**config.mk**
```make
export PLATFORM = sky130hd
export DESIGN_NAME = hvgen_param
export DESIGN_NICKNAME = d
export VERILOG_FILES = /design/src/rtl/vga_timing_pkg.sv /design/src/rtl/hvgen_axis_cnt.sv /design/src/rtl/hvgen_param.sv
export SDC_FILE = /design/constraint.sdc
export NUM_CORES = 1
export LEC_CHECK = 0
export ABC_AREA = 0
export BUFFER_PORTS_ARGS = -buffer_cell sky130_fd_sc_hd__buf_2
export CORE_ASPECT_RATIO = 0.75
export CORE_MARGIN = 5
export CORE_UTILIZATION = 30
export CTS_CLUSTER_DIAMETER = 50
export DETAILED_ROUTE_END_ITERATION = 8
export SETUP_SLACK_MARGIN = 0.4
export SYNTH_ARGS = -nofsm -noshare
export SYNTH_HDL_FRONTEND = slang
export SYNTH_SLANG_ARGS = --single-unit
export TNS_END_PERCENT = 20
```
**constraint.sdc**
```tcl
create_clock -name pck -period 3 [get_ports pck]
set_input_delay 0.3 -clock pck [delete_from_list [all_inputs] [get_ports pck]]
set_output_delay 0.3 -clock pck [all_outputs]
set_load 0.01 [all_outputs]
```
**src/rtl/vga_timing_pkg.sv**
```systemverilog
// Shared video timing constants (640x480@60, 800x600@60) and axis total helpers
// used by the hvgen_param timing generator.
package vga_timing_pkg;

  typedef struct packed {
    int act;
    int fp;
    int sync;
    int bp;
  } axis_timing_t;

  localparam axis_timing_t VGA640_H  = '{act: 32'd640, fp: 32'd16, sync: 32'd96,  bp: 32'd48};
  localparam axis_timing_t VGA640_V  = '{act: 32'd480, fp: 32'd10, sync: 32'd2,   bp: 32'd33};
  localparam axis_timing_t SVGA800_H = '{act: 32'd800, fp: 32'd40, sync: 32'd128, bp: 32'd88};
  localparam axis_timing_t SVGA800_V = '{act: 32'd600, fp: 32'd1,  sync: 32'd4,   bp: 32'd23};

  function automatic int axis_total(input int act, input int fp, input int sync, input int bp);
    return act + fp + sync + bp;
  endfunction

  function automatic int sync_first(input int act, input int fp);
    return act + fp;
  endfunction

  function automatic int sync_last_excl(input int act, input int fp, input int sync);
    return act + fp + sync;
  endfunction

endpackage

```
**src/rtl/hvgen_axis_cnt.sv**
```systemverilog
// Generic wrapping position counter for one video axis: enable, sync clear,
// terminal count, and active/sync range decodes of the next count value.
module hvgen_axis_cnt #(
  parameter int W       = 10,
  parameter int TOTAL   = 800,
  parameter int ACT     = 640,
  parameter int SYNC_LO = 656,
  parameter int SYNC_HI = 752
) (
  input  logic         clk,
  input  logic         rst,
  input  logic         en,
  input  logic         clr,
  output logic [W-1:0] cnt,
  output logic         tc,
  output logic         act,
  output logic         sync
);

  localparam logic [W-1:0] LAST = W'(TOTAL - 1);

  logic [W-1:0] nxt_s;

  // Next count and decodes; decodes look at the next value so they line up with it.
  always_comb begin
    tc = (cnt == LAST);
    if (clr) begin
      nxt_s = {W{1'b0}};
    end else if (en) begin
      if (tc) begin
        nxt_s = {W{1'b0}};
      end else begin
        nxt_s = cnt + W'(1);
      end
    end else begin
      nxt_s = cnt;
    end
    // One extra bit so a range ending exactly at 2^W still compares correctly.
    act  = ({1'b0, nxt_s} < (W+1)'(ACT));
    sync = ({1'b0, nxt_s} >= (W+1)'(SYNC_LO)) && ({1'b0, nxt_s} < (W+1)'(SYNC_HI));
  end

  // Count register.
  always_ff @(posedge clk or negedge rst) begin
    if (!rst) begin
      cnt <= {W{1'b0}};
    end else begin
      cnt <= nxt_s;
    end
  end

endmodule

```
**src/rtl/hvgen_param.sv**
```systemverilog
// Parametrised video timing generator (counters, syncs, display enable, strobes).
// Optional frame counter output enabled by defining HVGEN_FRAME_CNT_EN.
module hvgen_param
  import vga_timing_pkg::*;
#(
  parameter int HACTIVE = VGA640_H.act,
  parameter int HFP     = VGA640_H.fp,
  parameter int HSYNC   = VGA640_H.sync,
  parameter int HBP     = VGA640_H.bp,
  parameter int VACTIVE = VGA640_V.act,
  parameter int VFP     = VGA640_V.fp,
  parameter int VSYNC   = VGA640_V.sync,
  parameter int VBP     = VGA640_V.bp,
  parameter bit HS_POL  = 1'b0,
  parameter bit VS_POL  = 1'b0,
  parameter int CW      = 10
) (
  input  logic          pck,
  input  logic          rst,
  input  logic          ce,
  input  logic          resync,
  output logic          vga_hs,
  output logic          vga_vs,
  output logic          de,
  output logic [CW-1:0] hcnt,
  output logic [CW-1:0] vcnt,
  output logic          line_start,
  output logic          frame_start
`ifdef HVGEN_FRAME_CNT_EN
  ,
  output logic [15:0]   frame_cnt
`endif
);

  localparam int HTOTAL = axis_total(HACTIVE, HFP, HSYNC, HBP);
  localparam int VTOTAL = axis_total(VACTIVE, VFP, VSYNC, VBP);

  logic run_r;
  logic clr_s;
  logic v_en_s;
  logic h_tc_s, v_tc_s;
  logic h_act_s, v_act_s;
  logic h_sync_s, v_sync_s;

  // The first ce after reset and a qualified resync both land on (0,0).
  always_comb begin
    clr_s  = ce & (resync | ~run_r);
    v_en_s = ce & h_tc_s;
  end

  hvgen_axis_cnt #(
    .W      (CW),
    .TOTAL  (HTOTAL),
    .ACT    (HACTIVE),
    .SYNC_LO(sync_first(HACTIVE, HFP)),
    .SYNC_HI(sync_last_excl(HACTIVE, HFP, HSYNC))
  ) u_hcnt (
    .clk (pck),
    .rst (rst),
    .en  (ce),
    .clr (clr_s),
    .cnt (hcnt),
    .tc  (h_tc_s),
    .act (h_act_s),
    .sync(h_sync_s)
  );

  hvgen_axis_cnt #(
    .W      (CW),
    .TOTAL  (VTOTAL),
    .ACT    (VACTIVE),
    .SYNC_LO(sync_first(VACTIVE, VFP)),
    .SYNC_HI(sync_last_excl(VACTIVE, VFP, VSYNC))
  ) u_vcnt (
    .clk (pck),
    .rst (rst),
    .en  (v_en_s),
    .clr (clr_s),
    .cnt (vcnt),
    .tc  (v_tc_s),
    .act (v_act_s),
    .sync(v_sync_s)
  );

  // Registered decodes; everything holds while ce is low, strobes included.
  always_ff @(posedge pck or negedge rst) begin
    if (!rst) begin
      run_r       <= 1'b0;
      vga_hs      <= ~HS_POL;
      vga_vs      <= ~VS_POL;
      de          <= 1'b0;
      line_start  <= 1'b0;
      frame_start <= 1'b0;
    end else if (ce) begin
      run_r       <= 1'b1;
      vga_hs      <= h_sync_s ? HS_POL : ~HS_POL;
      vga_vs      <= v_sync_s ? VS_POL : ~VS_POL;
      de          <= h_act_s & v_act_s;
      line_start  <= clr_s | h_tc_s;
      frame_start <= clr_s | (h_tc_s & v_tc_s);
    end else begin
      run_r       <= run_r;
      vga_hs      <= vga_hs;
      vga_vs      <= vga_vs;
      de          <= de;
      line_start  <= line_start;
      frame_start <= frame_start;
    end
  end

`ifdef HVGEN_FRAME_CNT_EN
  logic frame_wrap_s;

  // Only a natural wrap counts a frame; restarts clear the count.
  always_comb begin
    frame_wrap_s = h_tc_s & v_tc_s & ~clr_s;
  end

  // Frame counter register.
  always_ff @(posedge pck or negedge rst) begin
    if (!rst) begin
      frame_cnt <= 16'd0;
    end else if (ce) begin
      if (clr_s) begin
        frame_cnt <= 16'd0;
      end else if (frame_wrap_s) begin
        frame_cnt <= frame_cnt + 16'd1;
      end else begin
        frame_cnt <= frame_cnt;
      end
    end else begin
      frame_cnt <= frame_cnt;
    end
  end
`endif

endmodule

```
Word-level counts from Yosys, hierarchy flattened
Index checks and enable logic that the tools add are counted.
{"block": "word_totals", "reg_bits": 26, "output_inout_bits": 25, "word_cells": 36}
{"block": "classes", "n_addsub": 2, "order_cmp": 6, "eq_ne": 2, "mux": 8, "bitwise": 8, "reduce_logical": 2}
{"cell": "$mux 10", "count": 6}
{"cell": "$add 10x1->10 const B", "count": 2}
{"cell": "$eq 10x10->1 const B", "count": 2}
{"cell": "$lt 10x10->1 const B", "count": 2}
{"cell": "$lt 10x9->1 const B", "count": 2}
{"cell": "$ge 10x10->1 const B", "count": 1}
{"cell": "$ge 10x9->1 const B", "count": 1}
{"cell": "$and 1x1->1", "count": 4}
{"cell": "$or 1x1->1", "count": 3}
{"cell": "$logic_and 1x1->1", "count": 2}
{"cell": "$mux 1", "count": 2}
{"cell": "$not 1->1", "count": 1}

Depth between registers and ports, before layout
Gate-level depths: netlist of the first run.
{"block": "logic_depth", "ltp_word": 7, "mapped_depth": 8}

Cells and area by module
Synthesis of the first run repeated with hierarchy kept, for this count alone.
{"block": "unflattened", "hier_cells": 165, "area_unflattened_um2": 1626.6}
{"mod": "hvgen_axis_cnt at u_hcnt", "instances": 1, "cells_per_inst": 70, "area_per_inst_um2": 693.2, "seq_area_each_um2": 250.2}
{"mod": "hvgen_axis_cnt at u_vcnt", "instances": 1, "cells_per_inst": 71, "area_per_inst_um2": 660.6, "seq_area_each_um2": 250.2}
{"mod": "hvgen_param", "instances": 1, "cells_per_inst": 24, "area_per_inst_um2": 272.8, "seq_area_each_um2": 152.6}

Least setup slack after synthesis of the first run
OpenSTA, ideal clock, no wires.
{"block": "synth_timing", "path_kind": "reg2reg", "startpoint": "reg u_hcnt.cnt[5]", "endpoint": "reg de", "setup_ns": 0.104, "arrival_ns": 2.028, "required_ns": 2.896, "setup_slack_ns": 0.868, "path_stages_with_launch": 7, "n_path_buf": 0, "synth_period_minus_slack_ns": 2.132, "cell_sequence": "dfrtp_1 > or3_4 > or4_4 > nand2_2 > o21ai_2 > nor3b_2 > o41ai_2"}
{"block": "synth_via", "elab_chain_cells": 6, "elab_cells_between_ends": 11, "cone_classes": "1 x add/sub; 2 x order compare; 1 x eq/ne; 5 x mux; 2 x bitwise"}
{"element": "start, declared", "line": "hvgen_axis_cnt.sv:14", "source": "output logic [W-1:0] cnt,"}
{"element": "start signal, assigned", "line": "hvgen_axis_cnt.sv:46", "source": "cnt <= {W{1'b0}};"}
{"element": "start signal, assigned", "line": "hvgen_axis_cnt.sv:48", "source": "cnt <= nxt_s;"}
{"element": "$eq 10x10->1", "line": "hvgen_axis_cnt.sv:26", "source": "tc = (cnt == LAST);"}
{"element": "$and 1x1->1", "line": "hvgen_param.sv:48", "source": "v_en_s = ce & h_tc_s;"}
{"element": "$mux 10", "line": "hvgen_axis_cnt.sv:29", "source": "end else if (en) begin"}
{"element": "$mux 10", "line": "hvgen_axis_cnt.sv:27", "source": "if (clr) begin"}
{"element": "net u_vcnt.nxt_s[8]", "line": "hvgen_axis_cnt.sv:22", "source": "logic [W-1:0] nxt_s;"}
{"element": "$lt 10x9->1", "line": "hvgen_axis_cnt.sv:39", "source": "act = ({1'b0, nxt_s} < (W+1)'(ACT));"}
{"element": "$and 1x1->1", "line": "hvgen_param.sv:98", "source": "de <= h_act_s & v_act_s;"}
{"element": "end signal, assigned", "line": "hvgen_param.sv:98"}
{"element": "end, declared", "line": "hvgen_param.sv:24", "source": "output logic de,"}
The timed path passes the listed nets, and every way through them passes these cells.
A chain may end at the register's enable or synchronous reset.

Worst setup path after layout of the first run
Same ends and word-level chain as after synthesis.

==> impl_metrics.csv, run 1 <==
group,metric,value,unit
outcome,status,"complete, no violations",
routing,wl,3770,um
critical_path,cp_num_buf_inv,0,
power_and_ir_drop,powerDensity,424,nW/um2
clocking,insertion_delay,280,ps
power_and_ir_drop,clockPowerShare,40.4,%
routing,drt_iter0_markers,125,
logic_synthesis,synth_warnings,0,
global_route,track_usage,12.2,%
clocking,numCtsBuffers,3,
logic_synthesis,yosys_most_used_dff,"dfrtp_1",
critical_path,crit_path_cell_trace,"or3_4, or4_4, nand2_2, o21ai_2, nor3b_2, o41ai_2",
logic_synthesis,synth_compound_area_share,15.5,%
layout,fin_util,36.5,%
die,dieArea,6440,um2
sta,rsz0062_at_grt,"no",
critical_path,cp-end-kind,"register",
routing,first_pass_iters,4,
critical_path,start_kind,"register",
power_and_ir_drop,seq_power_share,50.8,%
clocking,post_cts_resized,0,
logic_synthesis,yosys.area_share.simple,28.0,%
clocking,cts_buffer_depth,2,
layout,nFillCells,479,
clocking,clock_sinks,26,
sta,min_period,2320,ps
sta,hold_viol,0,
placed_design,gp_congestion,0.853,
clocking,htree_levels,1,
power_and_ir_drop,ir_worst_vdd,225,uV
critical_path,worst_ep_arrival_time,2500,ps
critical_path,slowest_delay,560,ps
logic_synthesis,synth_top_family_by_area,"simple AND/OR/NAND/NOR gates",
global_route,grt_pass1_vias,1281,
power_and_ir_drop,p_leak,0.747,nW
routing,vias_per_cell,5.24,
layout,area_delta_synth_final,19.1,%
layout,final_cell_mix,"buf_2, dfrtp_1, nor2_1",
flow_run,cap_violations,0,
critical_path,worst-setup-path-type,"reg2reg",
layout,finish.instance_area,1760,um2
power_and_ir_drop,p_comb_share,8.8,%
logic_synthesis,netlist_instances,158,
global_route,grt.overflow.total,0,
layout,nets,195,
global_route,grt_max_degree,27,
logic_synthesis,synth_edf_count,0,
sta,fin_worst_skew,6.20,ps
routing,drcViolationCount,0,
logic_synthesis,synth_area,1480,um2
clocking,cts_root_buf,"clkbuf_8",
placed_design,numPortBuffers,28,
routing,wire_per_inst,15.3,um
die,std_cell_rows,22,
die,core,4820,um2
power_and_ir_drop,switching_share,24.1,%
layout,antenna-diode-count,0,
power_and_ir_drop,p_total,0.745,mW
placed_design,postPlaceCellArea,1680,um2
sta,worst_slew_pin_slew,606,ps
die,dieHeight,70.8,um
logic_synthesis,seq_area_frac_synth,44.2,%
logic_synthesis,synth_nets,165,
logic_synthesis,synth_cell_types,46,
clocking,clkTransAtPathRegs,100,ps
die,die_width,91.0,um
sta,slew_headroom,59.6,%
logic_synthesis,muxShareOfSynthArea,0,%
power_and_ir_drop,p_int,0.565,mW
logic_synthesis,async_flop_share,100,%
critical_path,cp.required,3180,ps
power_and_ir_drop,switchingPower,0.179,mW
placed_design,dp.cells,243,
clocking,cts_tree,"built",
sta,slew_violations,0,
sta,fmax,430,MHz
critical_path,slowest_stage,"or4_4",
sta,setup_violations,0,
sta,tns,0,ps
placed_design,dp_hpwl,2790,um
die,io_pins,29,
critical_path,crit_family,"simple AND/OR/NAND/NOR gates",
clocking,cts_setup_buffers,0,
critical_path,crit_fanout,8,
global_route,grt_pass1_wl,6450,um
critical_path,r2r_setup_slack,680,ps
logic_synthesis,postSynthAreaPerCell,9.34,um2
logic_synthesis,synth_xor_area_share,6.53,%
logic_synthesis,synthAdderAreaFrac,2.54,%
logic_synthesis,ys_ff_latch,26,
clocking,holdBufCountCts,0,
routing,ant_nets,0,
layout,layout_commonest_cell,"buf_2",
global_route,antenna_found_initial,0,
sta,period_share,77.4,%
routing,vias,1294,
layout,stdcell_count,247,
die,initial_core_util,30.6,%
layout,drive_gt1_share,24.6,%
hold_path,hp-class,"in2async",
[flip-flops by register name, summed over array words and instances (netlist names)]
name         flops
run_r            1
vga_vs           1
u_vcnt.cnt      10
vga_hs           1
de               1
line_start       1
u_hcnt.cnt      10
frame_start      1
[synthesized netlist by cell type, types with 2 or more instances]
cell type,count,area (um2)
nand2b_1,2,12.5
dfrtp_1,24,601
ha_1,3,37.5
a21oi_1,3,15.0
nor4_1,3,18.8
inv_1,9,33.8
xnor2_1,7,61.3
a21o_1,2,15.0
clkbuf_2,2,10.0
nand3_1,9,45.0
or3_1,3,18.8
nor2_1,19,71.3
a31oi_1,2,12.5
dfstp_2,2,52.6
nand4_1,6,37.5
o21a_1,4,30.0
xor2_1,4,35.0
nand2_1,17,63.8
o211ai_1,2,15.0
o21ai_0,7,35.0
nor3_1,3,15.0
[path summary, 6_finish.rpt]
| check | startpoint | end | cells after the start |
|---|---|---|---|
| min in group pck | resync | u_hcnt.cnt[2]$_DFF_PN0_ | 4 |
| setup / recovery | u_hcnt.cnt[5]$_DFF_PN0_ | de$_DFFE_PN0P_ | 6 |
| hold reg to reg | line_start$_DFFE_PN0P_ | line_start$_DFFE_PN0P_ | 1 |
| setup reg to reg | u_hcnt.cnt[5]$_DFF_PN0_ | de$_DFFE_PN0P_ | 6 |
| hold / removal | rst | u_hcnt.cnt[8]$_DFF_PN0_ | 1 |
| max in group asynchronous | rst | line_start$_DFFE_PN0P_ | 1 |
[power by group through the flow]
| stage | Sequential [mW] | Clock, mW | Combinational, mW |
|---|---|---|---|
| 2_1_floorplan | 0.385 | 0 | 0.0354 |
| 3_3_place_gp | 0.386 | 0 | 0.0676 |
| 3_5_place_dp | 0.385 | 0 | 0.0674 |
| 4_1_cts | 0.378 | 0.310 | 0.0677 |
| 5_1_grt | 0.381 | 0.327 | 0.0752 |
| 6_report | 0.378 | 0.301 | 0.0659 |
[metal layers]
metal	GRT usage, %	vias to the layer above	share of wire [%]
li1	-	626	-
met1	17.3	630	49
met2	18.6	34	45
met3	3.40	4	6.0
met4	2.28	0	0.45
met5	0	-	0
[layout make-up]
type	count	area [um2]	share of cell area [%]
clock inverters	1	30.0	1.71
repair buffers	28	140	7.97
inverters	9	33.8	1.92
flip-flops and latches	26	653	37.2
clock buffers	3	41.3	2.35
well taps	60	75.1	4.27
multi-input cells	120	785	44.6
[metrics by stage]
step,worst slack [ps],hold WS (ps)
2_1_floorplan,868,4.41
3_3_place_gp,608,350
3_5_place_dp,620,349
4_1_cts,575,37.5
5_1_grt,584,68.6
6_report,677,14.0
[kinds of logic (layout without fill, tap and decap cells)]
logic type	count (synthesis)	in the layout
AO/OA/AOI/OAI	30	30
XOR/XNOR	11	11
adder cells (fa/ha/maj)	3	3
buffers and inverters	12	41
flip-flops	26	26
AND/OR/NAND/NOR	76	76
(Power assumes the default switching activity.)
==> inputs of run 2 (changes only) <==
==> constraint.sdc (replaced) <==
create_clock -name pck -period 2.35 [get_ports pck]
set_input_delay 0.235 -clock pck [delete_from_list [all_inputs] [get_ports pck]]
set_output_delay 0.235 -clock pck [all_outputs]
set_load 0.01 [all_outputs]
==> run 2 against run 1 <==
  * Highest routed layer unchanged
  * Core utilization grew 4.8 points
  * Die area is the same
  * Power grew 35%
  * Critical path depth is the same
  * Clock power grew 28%
  * Clock skew shrank 1.5 ps
  * Worst hold slack gained 250 ps
  * Clock-buffer cell count is the same
==> impl_metrics.csv, run 2 (synthesis results as in run 1) <==
group,metric,value,unit
global_route,grt.overflow.total,0,
layout,final_cell_mix,"buf_2, buf_4, dfrtp_1",
critical_path,start_kind,"register",
die,dieHeight,70.8,um
sta,rsz0062_at_grt,"yes",
global_route,antenna_found_initial,0,
critical_path,worst_ep_arrival_time,2230,ps
layout,drive_gt1_share,36.7,%
sta,layout_setup_ws,307,ps
power_and_ir_drop,powerDensity,506,nW/um2
critical_path,slowest_stage,"or4_4",
power_and_ir_drop,p_total,1.01,mW
routing,drcViolationCount,0,
die,die_width,91.0,um
placed_design,dp.cells,251,
critical_path,cp-end-kind,"register",
sta,worst_slew_pin_slew,619,ps
clocking,cts_root_buf,"clkbuf_8",
routing,ant_nets,0,
layout,layout_commonest_cell,"buf_2",
power_and_ir_drop,ir_worst_vdd,291,uV
critical_path,cp.required,2530,ps
die,initial_core_util,30.6,%
hold_path,hp-class,"in2reg",
sta,slew_headroom,58.7,%
critical_path,slowest_delay,480,ps
clocking,htree_levels,1,
outcome,status,"complete, no violations",
sta,slew_violations,0,
sta,period_share,86.9,%
critical_path,worst-setup-path-type,"reg2reg",
placed_design,place_ws,106,ps
sta,tns,0,ps
critical_path,rr_startpoint,"u_hcnt.cnt[5]$_DFF_PN0_",
placed_design,dp_hpwl,2900,um
placed_design,gp_congestion,0.864,
global_route,grt_max_degree,27,
clocking,clock_sinks,26,
clocking,clkTransAtPathRegs,100,ps
sta,fmax,490,MHz
power_and_ir_drop,p_leak,0.861,nW
sta,fin_worst_skew,4.67,ps
placed_design,postPlaceCellArea,1740,um2
sta,setup_violations,0,
layout,area_delta_synth_final,34.6,%
global_route,grt_pass1_vias,1312,
layout,antenna-diode-count,0,
die,io_pins,29,
critical_path,crit_start,"u_hcnt.cnt[5]$_DFF_PN0_",
clocking,insertion_delay,280,ps
clocking,cts_tree,"built",
routing,wl,4130,um
routing,vias,1372,
die,std_cell_rows,22,
critical_path,r2r_end,"de$_DFFE_PN0P_",
layout,reg.largest.list,"u_hcnt.cnt x10, u_vcnt.cnt x10",
layout,nFillCells,477,
routing,first_pass_iters,4,
flow_run,cap_violations,0,
sta,min_period,2040,ps
critical_path,reg2regPathDepth,6,
routing,wire_per_inst,15.3,um
layout,finish.instance_area,1990,um2
die,dieArea,6440,um2
layout,nets,218,
routing,drt_iter0_markers,112,
sta,hold_viol,0,
global_route,track_usage,12.8,%
layout,fin_util,41.2,%
placed_design,numPortBuffers,28,
sta,hold_slack,264,ps
layout,stdcell_count,270,
clocking,cts_buffer_depth,2,
critical_path,crit_fanout,5,
global_route,grt_pass1_wl,6750,um
clocking,numCtsBuffers,3,
die,core,4820,um2
routing,vias_per_cell,5.08,
critical_path,r2r_setup_slack,310,ps
critical_path,crit_path_cell_trace,"or3_4, or4_4, nand2_4, nor2_4, o21a_1, o41ai_2",
critical_path,critPathCapture,"de$_DFFE_PN0P_",
==> run 2: worst max-delay path, delay by kind of cell (launching register included) <==
kind,cells,cell delay [ps]
AND/OR/NAND/NOR,4,1060
AO/OA/AOI/OAI,2,480
flip-flops,1,410
==> run 2: how the worst min path moves through the flow <==
| stage | start | endpoint | cells after the start |
|---|---|---|---|
| after global routing | ce | u_hcnt.cnt[1]$_DFF_PN0_ | 2 |
| after CTS | ce | u_hcnt.cnt[1]$_DFF_PN0_ | 2 |
| after global placement | rst | u_hcnt.cnt[8]$_DFF_PN0_ | 1 |
| after detailed placement | rst | u_hcnt.cnt[8]$_DFF_PN0_ | 1 |
| final | ce | u_hcnt.cnt[1]$_DFF_PN0_ | 2 |
| after floorplan | rst | de$_DFFE_PN0P_ | 0 |
==> run 2: layout make-up <==
type	count	area, um2	share of cell area, %
Multi-Input combinational cell	120	835	42.0
Sequential cell	26	657	33.1
Timing Repair Buffer	51	315	15.9
Tap cell	60	75.1	3.78
Clock buffer	3	41.3	2.08
Inverter	9	33.8	1.70
Clock inverter	1	30.0	1.51
==> run 2: timing repair <==
item | 4_1_cts | 5_1_grt
resized for setup | 6 | 6
hold buffers | 1 | 0
hold endpoints to repair | 24 | 0
setup buffers | 7 | 7
setup endpoints to repair | 10 | 10
pin swaps | 6 | 7
==> run 2: where the power goes <==
part	internal [mW]	leakage (nW)	total, mW	switching [mW]
Sequential	0.464	0.337	0.478	0.0145
Combinational	0.0656	0.489	0.142	0.0763
Clock	0.228	0.0357	0.386	0.158
Total	0.758	0.861	1.01	0.249
==> run 2: routing by layer <==
metal  global-route usage [%]  part of all wire (%)  up-vias  wire, um
li1                         -                     -      673         -
met1                     19.7                    52      666      2150
met2                     17.9                    44       31      1820
met3                     3.19                   3.6        2       150
met4                     2.61                  0.34        0        14
met5                        0                     0        -         0
